==> config.mk <==
export PLATFORM = sky130hd
export DESIGN_NAME = evolution_scheduler
export DESIGN_NICKNAME = d
export VERILOG_FILES = /design/src/rtl/gol_pkg.sv /design/src/rtl/Evolution.sv /design/src/rtl/evolution_scheduler.sv
export SDC_FILE = /design/constraint.sdc
export NUM_CORES = 1
export LEC_CHECK = 0
export BUFFER_PORTS_ARGS = -buffer_cell sky130_fd_sc_hd__clkbuf_2
export CAP_MARGIN = 20
export CORE_UTILIZATION = 30
export DETAILED_ROUTE_END_ITERATION = 6
export SYNTH_ARGS = -nofsm -noshare
export SYNTH_HDL_FRONTEND = slang
export SYNTH_SLANG_ARGS = --single-unit
==> constraint.sdc <==
create_clock -name clk -period 6.45 [get_ports clk]
set_clock_uncertainty 0.1 [all_clocks]
set_input_delay 0.3225 -clock clk [delete_from_list [all_inputs] [get_ports clk]]
set_output_delay 0.3225 -clock clk [all_outputs]
set_load 0.02 [all_outputs]
==> src/rtl/gol_pkg.sv <==
// Shared defaults and types for the Game-of-Life generation scheduler.
package gol_pkg;

    localparam int DEF_WIDTH     = 100;
    localparam int DEF_HEIGHT    = 100;
    localparam int DEF_BLOCK_LEN = 4;
    localparam int ROW_AW        = $clog2(DEF_HEIGHT);

    typedef enum logic [2:0] {
        S_IDLE,
        S_LOAD0,
        S_LOAD1,
        S_FILL,
        S_SCAN,
        S_WRITE,
        S_DONE
    } sched_state_t;

endpackage

==> src/rtl/Evolution.sv <==
// Combinational Life rule over one BLOCK_LEN-wide, three-row block plus its left neighbour block.
// Zero latency; no flow control.
module Evolution
    import gol_pkg::*;
#(
    parameter int BLOCK_LEN = DEF_BLOCK_LEN
) (
    input  logic [3*BLOCK_LEN-1:0] line_status,
    input  logic [3*BLOCK_LEN-1:0] last_line_status,
    output logic [BLOCK_LEN-1:0]   now_live,
    output logic                   prev_live_single
);
    localparam int BL = BLOCK_LEN;
    localparam int EW = 2 * BL + 1;

    // Each row is {0, current block, previous block}; the top zero stands in for the unseen next block.
    logic [EW-1:0] up, mid, dn;

    assign up  = {1'b0, line_status[BL-1:0],      last_line_status[BL-1:0]};
    assign mid = {1'b0, line_status[2*BL-1:BL],   last_line_status[2*BL-1:BL]};
    assign dn  = {1'b0, line_status[3*BL-1:2*BL], last_line_status[3*BL-1:2*BL]};

    function automatic logic next_cell(input logic [EW-1:0] u, input logic [EW-1:0] m,
                                       input logic [EW-1:0] d, input int j);
        logic [3:0] n;
        n = 4'(u[j-1]) + 4'(u[j]) + 4'(u[j+1]) + 4'(m[j-1]) + 4'(m[j+1])
          + 4'(d[j-1]) + 4'(d[j]) + 4'(d[j+1]);
        return (n == 4'd3) || (m[j] && (n == 4'd2));
    endfunction

    for (genvar i = 0; i < BL; i++) begin : g_live
        assign now_live[i] = next_cell(up, mid, dn, BL + i);
    end

    assign prev_live_single = next_cell(up, mid, dn, BL - 1);

endmodule

==> src/rtl/evolution_scheduler.sv <==
// Streams grid rows through a sliding three-row window and writes one next-state row per WRITE.
// One generation takes 4+HEIGHT*(NB+2) cycles from start; RAM reads have fixed 1-cycle latency, no backpressure.
module evolution_scheduler
    import gol_pkg::*;
#(
    parameter int WIDTH     = DEF_WIDTH,
    parameter int HEIGHT    = DEF_HEIGHT,
    parameter int BLOCK_LEN = DEF_BLOCK_LEN
) (
    input  logic                      clk,
    input  logic                      rst_n,
    input  logic                      start,
    output logic                      busy,
    output logic                      done,
    output logic [15:0]               gen_count,
    output logic                      rd_en,
    output logic [$clog2(HEIGHT)-1:0] rd_addr,
    input  logic [WIDTH-1:0]          rd_data,
    output logic                      wr_en,
    output logic [$clog2(HEIGHT)-1:0] wr_addr,
    output logic [WIDTH-1:0]          wr_data
);
    localparam int BL = BLOCK_LEN;
    localparam int NB = WIDTH / BLOCK_LEN;
    localparam int RW = $clog2(HEIGHT);
    localparam int BW = $clog2(NB + 1);

    sched_state_t   state_q, state_d;
    logic [WIDTH-1:0] above_q, above_d;
    logic [WIDTH-1:0] cur_q, cur_d;
    logic [WIDTH-1:0] below_q, below_d;
    logic [WIDTH-1:0] pend_q, pend_d;
    logic [WIDTH-1:0] out_row_q, out_row_d;
    logic [RW-1:0]    r_q, r_d;
    logic [BW-1:0]    b_q, b_d;
    logic [15:0]      gen_q, gen_d;
    logic             rd_issued_q;

    logic [3*BL-1:0]  cur_blk, prev_blk;
    logic [BL-1:0]    now_live;
    logic             prev_live_single;
    logic [RW:0]      r_plus2;

    // Block NB (past the right edge) and block -1 (past the left edge) fall through as zeros.
    always_comb begin
        cur_blk  = '0;
        prev_blk = '0;
        for (int k = 0; k < NB; k++) begin
            if (b_q == BW'(k)) begin
                cur_blk = {below_q[k*BL +: BL], cur_q[k*BL +: BL], above_q[k*BL +: BL]};
            end
            if (b_q == BW'(k + 1)) begin
                prev_blk = {below_q[k*BL +: BL], cur_q[k*BL +: BL], above_q[k*BL +: BL]};
            end
        end
    end

    Evolution #(.BLOCK_LEN(BLOCK_LEN)) u_evolution (
        .line_status      (cur_blk),
        .last_line_status (prev_blk),
        .now_live         (now_live),
        .prev_live_single (prev_live_single)
    );

    assign r_plus2 = {1'b0, r_q} + (RW+1)'(2);

    always_comb begin
        state_d   = state_q;
        above_d   = above_q;
        cur_d     = cur_q;
        below_d   = below_q;
        pend_d    = pend_q;
        out_row_d = out_row_q;
        r_d       = r_q;
        b_d       = b_q;
        gen_d     = gen_q;
        rd_en     = 1'b0;
        rd_addr   = '0;
        wr_en     = 1'b0;
        wr_addr   = '0;
        done      = 1'b0;

        case (state_q)
            S_IDLE: begin
                if (start) state_d = S_LOAD0;
            end
            S_LOAD0: begin
                rd_en   = 1'b1;
                state_d = S_LOAD1;
            end
            S_LOAD1: begin
                rd_en   = 1'b1;
                rd_addr = RW'(1);
                cur_d   = rd_data;
                above_d = '0;
                r_d     = '0;
                b_d     = '0;
                state_d = S_FILL;
            end
            S_FILL: begin
                below_d = rd_data;
                state_d = S_SCAN;
            end
            S_SCAN: begin
                for (int k = 0; k < NB; k++) begin
                    if (b_q == BW'(k)) out_row_d[k*BL +: BL-1] = now_live[BL-2:0];
                    if (b_q == BW'(k + 1)) out_row_d[k*BL+BL-1] = prev_live_single;
                end
                // The row two below is prefetched so it is ready to shift in at WRITE.
                if ((b_q == '0) && (r_plus2 < (RW+1)'(HEIGHT))) begin
                    rd_en   = 1'b1;
                    rd_addr = r_plus2[RW-1:0];
                end
                if (b_q == BW'(1)) pend_d = rd_issued_q ? rd_data : '0;
                if (b_q == BW'(NB)) state_d = S_WRITE;
                else                b_d     = b_q + BW'(1);
            end
            S_WRITE: begin
                wr_en   = 1'b1;
                wr_addr = r_q;
                above_d = cur_q;
                cur_d   = below_q;
                below_d = pend_q;
                b_d     = '0;
                if (r_q == RW'(HEIGHT - 1)) begin
                    state_d = S_DONE;
                end else begin
                    r_d     = r_q + RW'(1);
                    state_d = S_SCAN;
                end
            end
            S_DONE: begin
                done    = 1'b1;
                gen_d   = gen_q + 16'd1;
                state_d = S_IDLE;
            end
            default: state_d = S_IDLE;
        endcase
    end

    always_ff @(posedge clk or negedge rst_n) begin
        if (!rst_n) begin
            state_q     <= S_IDLE;
            above_q     <= '0;
            cur_q       <= '0;
            below_q     <= '0;
            pend_q      <= '0;
            out_row_q   <= '0;
            r_q         <= '0;
            b_q         <= '0;
            gen_q       <= '0;
            rd_issued_q <= 1'b0;
        end else begin
            state_q     <= state_d;
            above_q     <= above_d;
            cur_q       <= cur_d;
            below_q     <= below_d;
            pend_q      <= pend_d;
            out_row_q   <= out_row_d;
            r_q         <= r_d;
            b_q         <= b_d;
            gen_q       <= gen_d;
            rd_issued_q <= rd_en;
        end
    end

    assign busy      = (state_q != S_IDLE);
    assign gen_count = gen_q;
    assign wr_data   = out_row_q;

endmodule

# [Yosys cells after proc, flatten, opt, wreduce, memory -nomap -nowiden]
# Cells that the tools add are included.
[totals] wordCells=227 inputBits=103 regBits=532 output_inout_bits=134
[classes] n_reduce_logical=46 magnitude_cmp=1 addsub=32 n_eq_ne=44 n_mux=69
[ops] operator="$mux W12" n=50
[ops] operator="$pmux W100 S2" n=3
[ops] operator="$mux W100" n=1
[ops] operator="$add A4 B1 Y4" n=24
[ops] operator="$reduce_and A2 Y1" n=29
[ops] operator="$eq A5 B5 Y1 const B" n=10
[ops] operator="$eq A5 B4 Y1 const B" n=8
[ops] operator="$eq A4 B2 Y1 const B" n=8
[ops] operator="$pmux W7 S2" n=2
[ops] operator="$mux W7" n=3
[ops] operator="$eq A5 B3 Y1 const B" n=4
[ops] operator="$pmux W3 S6" n=1
[ops] operator="$add A16 B1 Y16 const B" n=1
[ops] operator="$eq A5 B2 Y1 const B" n=2
[ops] operator="$pmux W5 S2" n=1
[ops] operator="$eq A3 B3 Y1 const B" n=3
[ops] operator="$add A1 B1 Y2" n=4
[ops] operator="$add A7 B2 Y8 const B" n=1
[ops] operator="$lt A8 B7 Y1 const B" n=1
[ops] operator="$ne A2 B2 Y1 const B" n=4
[ops] operator="$add A7 B1 Y7 const B" n=1
[ops] operator="$eq A7 B7 Y1 const B" n=1
[ops] operator="$eq A3 B2 Y1 const B" n=2
[ops] operator="$mux W3" n=2
[ops] operator="14 further kinds" n=26

# [Depth between registers and ports, before layout]
[depth] word_depth=36 mapped_depth=30 ltp_nobuf=24

# [Hierarchy]
# Synthesis repeated with hierarchy kept, for this count alone.
[hier_totals] cells_unflattened=3123 area_unflattened_um2=28371.0
[modules_own_cells] module="evolution_scheduler" cells_per_inst=3049 area_per_inst_um2=27637.8 n_inst=1
[modules_own_cells] module="Evolution" cells_per_inst=74 area_per_inst_um2=733.2 n_inst=1

# [Worst setup path after synthesis]
# No wires, ideal clock.
[synth_timing] path_kind="reg2reg" startpoint="register b_q[1]" endpoint="register out_row_q[7] (netlist: wr_data[7])" setup_time_ns=0.078 t_arrival_ns=5.863 period_less_slack_ns=6.041 n_path_buf=8 stages_incl_launch_ff=28 slack_ns=0.409 required_time_ns=6.272 path_cell_list="dfrtp_1 ha_1 clkbuf_1 buf_2 buf_2 buf_2 buf_2 and3_1 ha_1 clkbuf_1 clkbuf_1 nor2_1 nand2_1 a2111oi_0 nor3_1 o21ai_0 ha_1 inv_1 fa_1 inv_1 fa_1 fa_1 inv_1 fa_1 a21oi_1 o31ai_4 buf_4 o21ai_1"
[synth_via] elab_chain_len=36 elab_cells_between_ends=88 cone_classes="add/sub (7); eq/ne (27); mux (50); reduce/logical (4)"
[synth_lines] item="start: declaration" line="evolution_scheduler.sv:35" source="logic [BW-1:0] b_q, b_d;"
[synth_lines] item="start signal: assignment" line="evolution_scheduler.sv:150" source="b_q <= '0;"
[synth_lines] item="start signal: assignment" line="evolution_scheduler.sv:161" source="b_q <= b_d;"
[synth_lines] item="$eq A5 B1 Y1" line="evolution_scheduler.sv:49, evolution_scheduler.sv:52"
[synth_lines] item="$mux W12 (25 in series)" line="evolution_scheduler.sv:52" source="if (b_q == BW'(k + 1)) begin"
[synth_lines] item="$add A1 B1 Y2" line="Evolution.sv:26" source="n = 4'(u[j-1]) + 4'(u[j]) + 4'(u[j+1]) + 4'(m[j-1]) + 4'(m[j+1])"
[synth_lines] item="$add A4 B1 Y4 (3 in series)" line="Evolution.sv:26"
[synth_lines] item="$add A4 B1 Y4 (3 in series)" line="Evolution.sv:27" source="+ 4'(d[j-1]) + 4'(d[j]) + 4'(d[j+1]);"
[synth_lines] item="$eq A4 B2 Y1" line="Evolution.sv:28" source="return (n == 4'd3) || (m[j] && (n == 4'd2));"
[synth_lines] item="$logic_and A1 B1 Y1" line="Evolution.sv:28"
[synth_lines] item="$logic_or A1 B1 Y1" line="Evolution.sv:28"
[synth_lines] item="end signal: assignment" line="evolution_scheduler.sv:159" source="out_row_q <= out_row_d;"
[synth_lines] item="end: declaration" line="evolution_scheduler.sv:33" source="logic [WIDTH-1:0] out_row_q, out_row_d;"
# Several ways; a longest one is shown, not always the timed one.
# A chain may end at the register's enable or synchronous reset.

# [Worst setup path in the final report]
[layout_timing] startpoint="register b_q[0]" endpoint="register out_row_q[23] (netlist: wr_data[23])"
# Same word-level chain as after synthesis.

==> flow_summary.yaml <==
flow_run:
  max_cap_violations: 0
critical_path:
  r2r_cells: 20
  worstPathArrival_ns: 6.78
  crit_path_max_incr_delay_ns: 0.63
  r2r-start: "b_q[0]"
  crit_fanout: 21
  startpoint_type: "flip-flop"
  path_common_cell: "fa_1"
  path_cells: "inv_1 > ha_2 > buf_4 > nor2_1 > nor3_1 > a221o_1 > a211oi_1 > o41a_1 > o21ai_1 > a21oi_1 > or3_1 > fa_1 > inv_1 > fa_1 > fa_1 > inv_1 > fa_1 > a21oi_4 > o31ai_4 > o21ai_1"
  cp_data_required_time_ns: 6.90
  end_kind: "flip-flop"
  critPathKind: "flip-flop to flip-flop"
  r2r_slack_ns: 0.12
  cp_slowest_cell: "nor3_1"
  r2r-end: "wr_data[23]"
yosys:
  synthesis.nets: 3095
  synthArstFlopShare_pct: 100
  ys_types: 92
  synth_ff_type: "dfrtp_1"
  synth_cells: 2956
  netlist_area_um2: 26500
  ys_warn_count: 0
  ys_ff_latch: 532
  synth-seq-area-share_pct: 50.2
  postSynthAreaPerCell_um2: 8.98
  synth-edff-count: 0
floorplan:
  num_rows: 108
  dieArea_um2: 89600
  start_util_pct: 30.4
  dieWidth_um: 299
  io_pins: 237
  core_um2: 87200
  die_y_um: 299
cts:
  clock_latency_ns: 0.63
  clock_path_buffers: 3
  cts_root_buffer: "clkbuf_16"
  numCtsBuffers: 57
  clock_sinks: 532
  cts_setup_buffers: 0
  tritoncts: "built"
  cts.clk_slew.worst_paths_ns: 0.06
  cts_max_level: 2
sta:
  worst_pin_slew_ns: 1.24
  slew_headroom_pct: 16.2
  fin_crit_ns: 6.33
  fin_tns_setup_ns: 0
  period_share_pct: 98.2
  slew_viol_final: 0
  rsz0062_at_grt: "false"
  report.final.setup_viol: 0
  fmax_ghz: 0.158
  hold_violations: 0
route:
  wl_per_cell_um: 21.7
  postRouteAntennaNets: 0
  vias: 24169
  drtIter0Drc: 2855
  vias_per_cell: 5.45
  wirelength_um: 96300
  drc_errors: 0
  firstDrtPassIters: 7
status:
  status: "finished clean"
global_routing:
  antenna_found_initial: 2
  grt_max_degree: 191
  met2_usage_pct: 31.9
  grt.met1_usage_pct: 30.4
  grt_usage_pct: 21.0
  busiest_layer: "met2"
  grt_pass1_vias: 22918
  grt_pass1_wl_um: 147000
  gr-usage-met3_pct: 3.62
  grt_overflow_total: 0
placed_design:
  dp.cells: 4227
  dp_hpwl_um: 67100
  placed_area_um2: 29300
  port_buffers: 236
  gp_congestion: 0.996
finish:
  multi_input_area_um2: 12300
  mostFrequentLayoutCells: "842 x nand2_1, 528 x dfrtp_1, 249 x o21ai_0"
  diodes: 0
  design_area_um2: 32400
  drive_above_1_share_pct: 14.7
  seq_area_um2: 13300
  layout.cells.non_filler: 4436
  final_common_cell: "nand2_1"
  nets: 3374
  n_fill_cell: 8945
  syn2layout_area_growth_pct: 22.0
power:
  total_power_mw: 18.4
  power_density_nw_per_um2: 567
  ir_worst_vdd_v: 0.000843
  leakagePower_nw: 14.9
min_path:
  min_path_type: "primary input to async pin"
cell families after synthesis:
group,after synthesis,synth area share (%)
compound gates,903,23.0
mux,4,0.156
flops,532,50.2
fa+ha+maj,36,2.15
simple gates,1177,19.3
xor+xnor,28,0.924
buf+inv,276,4.29
power by group:
| part | internal (mW) | switching (mW) | total, mW | leakage, nW |
|---|---|---|---|---|
| Clock | 2.08 | 1.40 | 3.47 | 0.964 |
| Combinational | 3.07 | 5.83 | 8.90 | 7.21 |
| Sequential | 4.59 | 1.41 | 6.00 | 6.76 |
per-stage QoR:
step	hold slack (ns)	util (%)	setup slack, ns
final	0.105	37.1	0.118
after global routing	0.145	37.1	0.00403
after CTS	0.103	37.0	0.0152
after detailed placement	0.174	33.6	0.0305
after global placement	0.184	33.6	0.0343
after floorplan	-0.0731	-	0.409
Yosys cell counts (6+ instances only):
cell type  instances  area share, %
nand2b_1          12           0.28
nand2_1          843             12
nand4_1           10           0.24
a221o_1           10           0.38
o221ai_1          25           0.83
xor2_1            15           0.50
and2_1             8           0.19
nand3_1           51           0.96
a221oi_1          38            1.3
buf_4             10           0.28
nor2b_1           14           0.33
nor4_1            12           0.28
ha_1              20           0.94
buf_1              7          0.099
o21ai_1           55            1.0
clkbuf_1         174            2.5
a31oi_1           18           0.42
a211oi_1          15           0.42
nor2_1           111            1.6
o21ai_0          252            4.8
a2111oi_0          6           0.20
a21oi_1           69            1.3
a22oi_1          214            6.1
dfrtp_1          532             50
o22ai_1           27           0.64
nand4bb_1          6           0.25
nand3b_1           8           0.23
a22o_1            94            3.1
buf_2             34           0.64
xnor2_1           13           0.43
nor3_1            21           0.40
or3_1             15           0.35
inv_1             46           0.65
o211ai_1          18           0.51
and3_1            16           0.38
fa_1              16            1.2
state kept, by name (all words and copies together) (netlist names):
signal and count:
above_q 100, b_q 5, below_q 100, cur_q 100, gen_count 16, pend_q 100
r_q 7, rd_issued_q 1, state_q 3, wr_data 100
repair_timing:
action,in CTS,in global routing
hold buffers,102,0
resized for setup,0,19
endpoints found under the hold margin,352,0
setup endpoints to repair,0,49
worst max path at each step:
stage               startpoint     endpoint  depth (start not counted)  slack (ns)
floorplan               b_q[1]   wr_data[7]                         27        0.41
global placement        b_q[2]  wr_data[99]                         16        0.03
detailed placement      b_q[2]  wr_data[83]                         16        0.03
CTS                     b_q[1]  wr_data[38]                         25        0.02
global route            b_q[1]  wr_data[71]                         22       0.004
finish                  b_q[0]  wr_data[23]                         20        0.12
critical path: cells and delay by family (launching register included):
family,cells,cell delay [ns]
adder cells (fa/ha/maj),5,2.18
AO/OA/AOI/OAI,8,1.74
AND/OR/NAND/NOR,3,1.18
buffers and inverters,4,0.58
flip-flops,1,0.43
cell type report:
class,count,share of cell area [%]
flip-flops and latches,532,41.2
clock inverters,17,0.808
clock buffers,88,5.33
inverters,48,0.580
multi-input cells,2150,37.9
well taps,1155,4.46
repair buffers,446,9.77
per-layer routing:
layer,share of wire [%],vias up
met5,0.024,-
met3,7.3,208
li1,-,11112
met4,3.2,4
met1,45,11838
met2,44,1007
No activity file was read; power rests on OpenSTA's default activity.
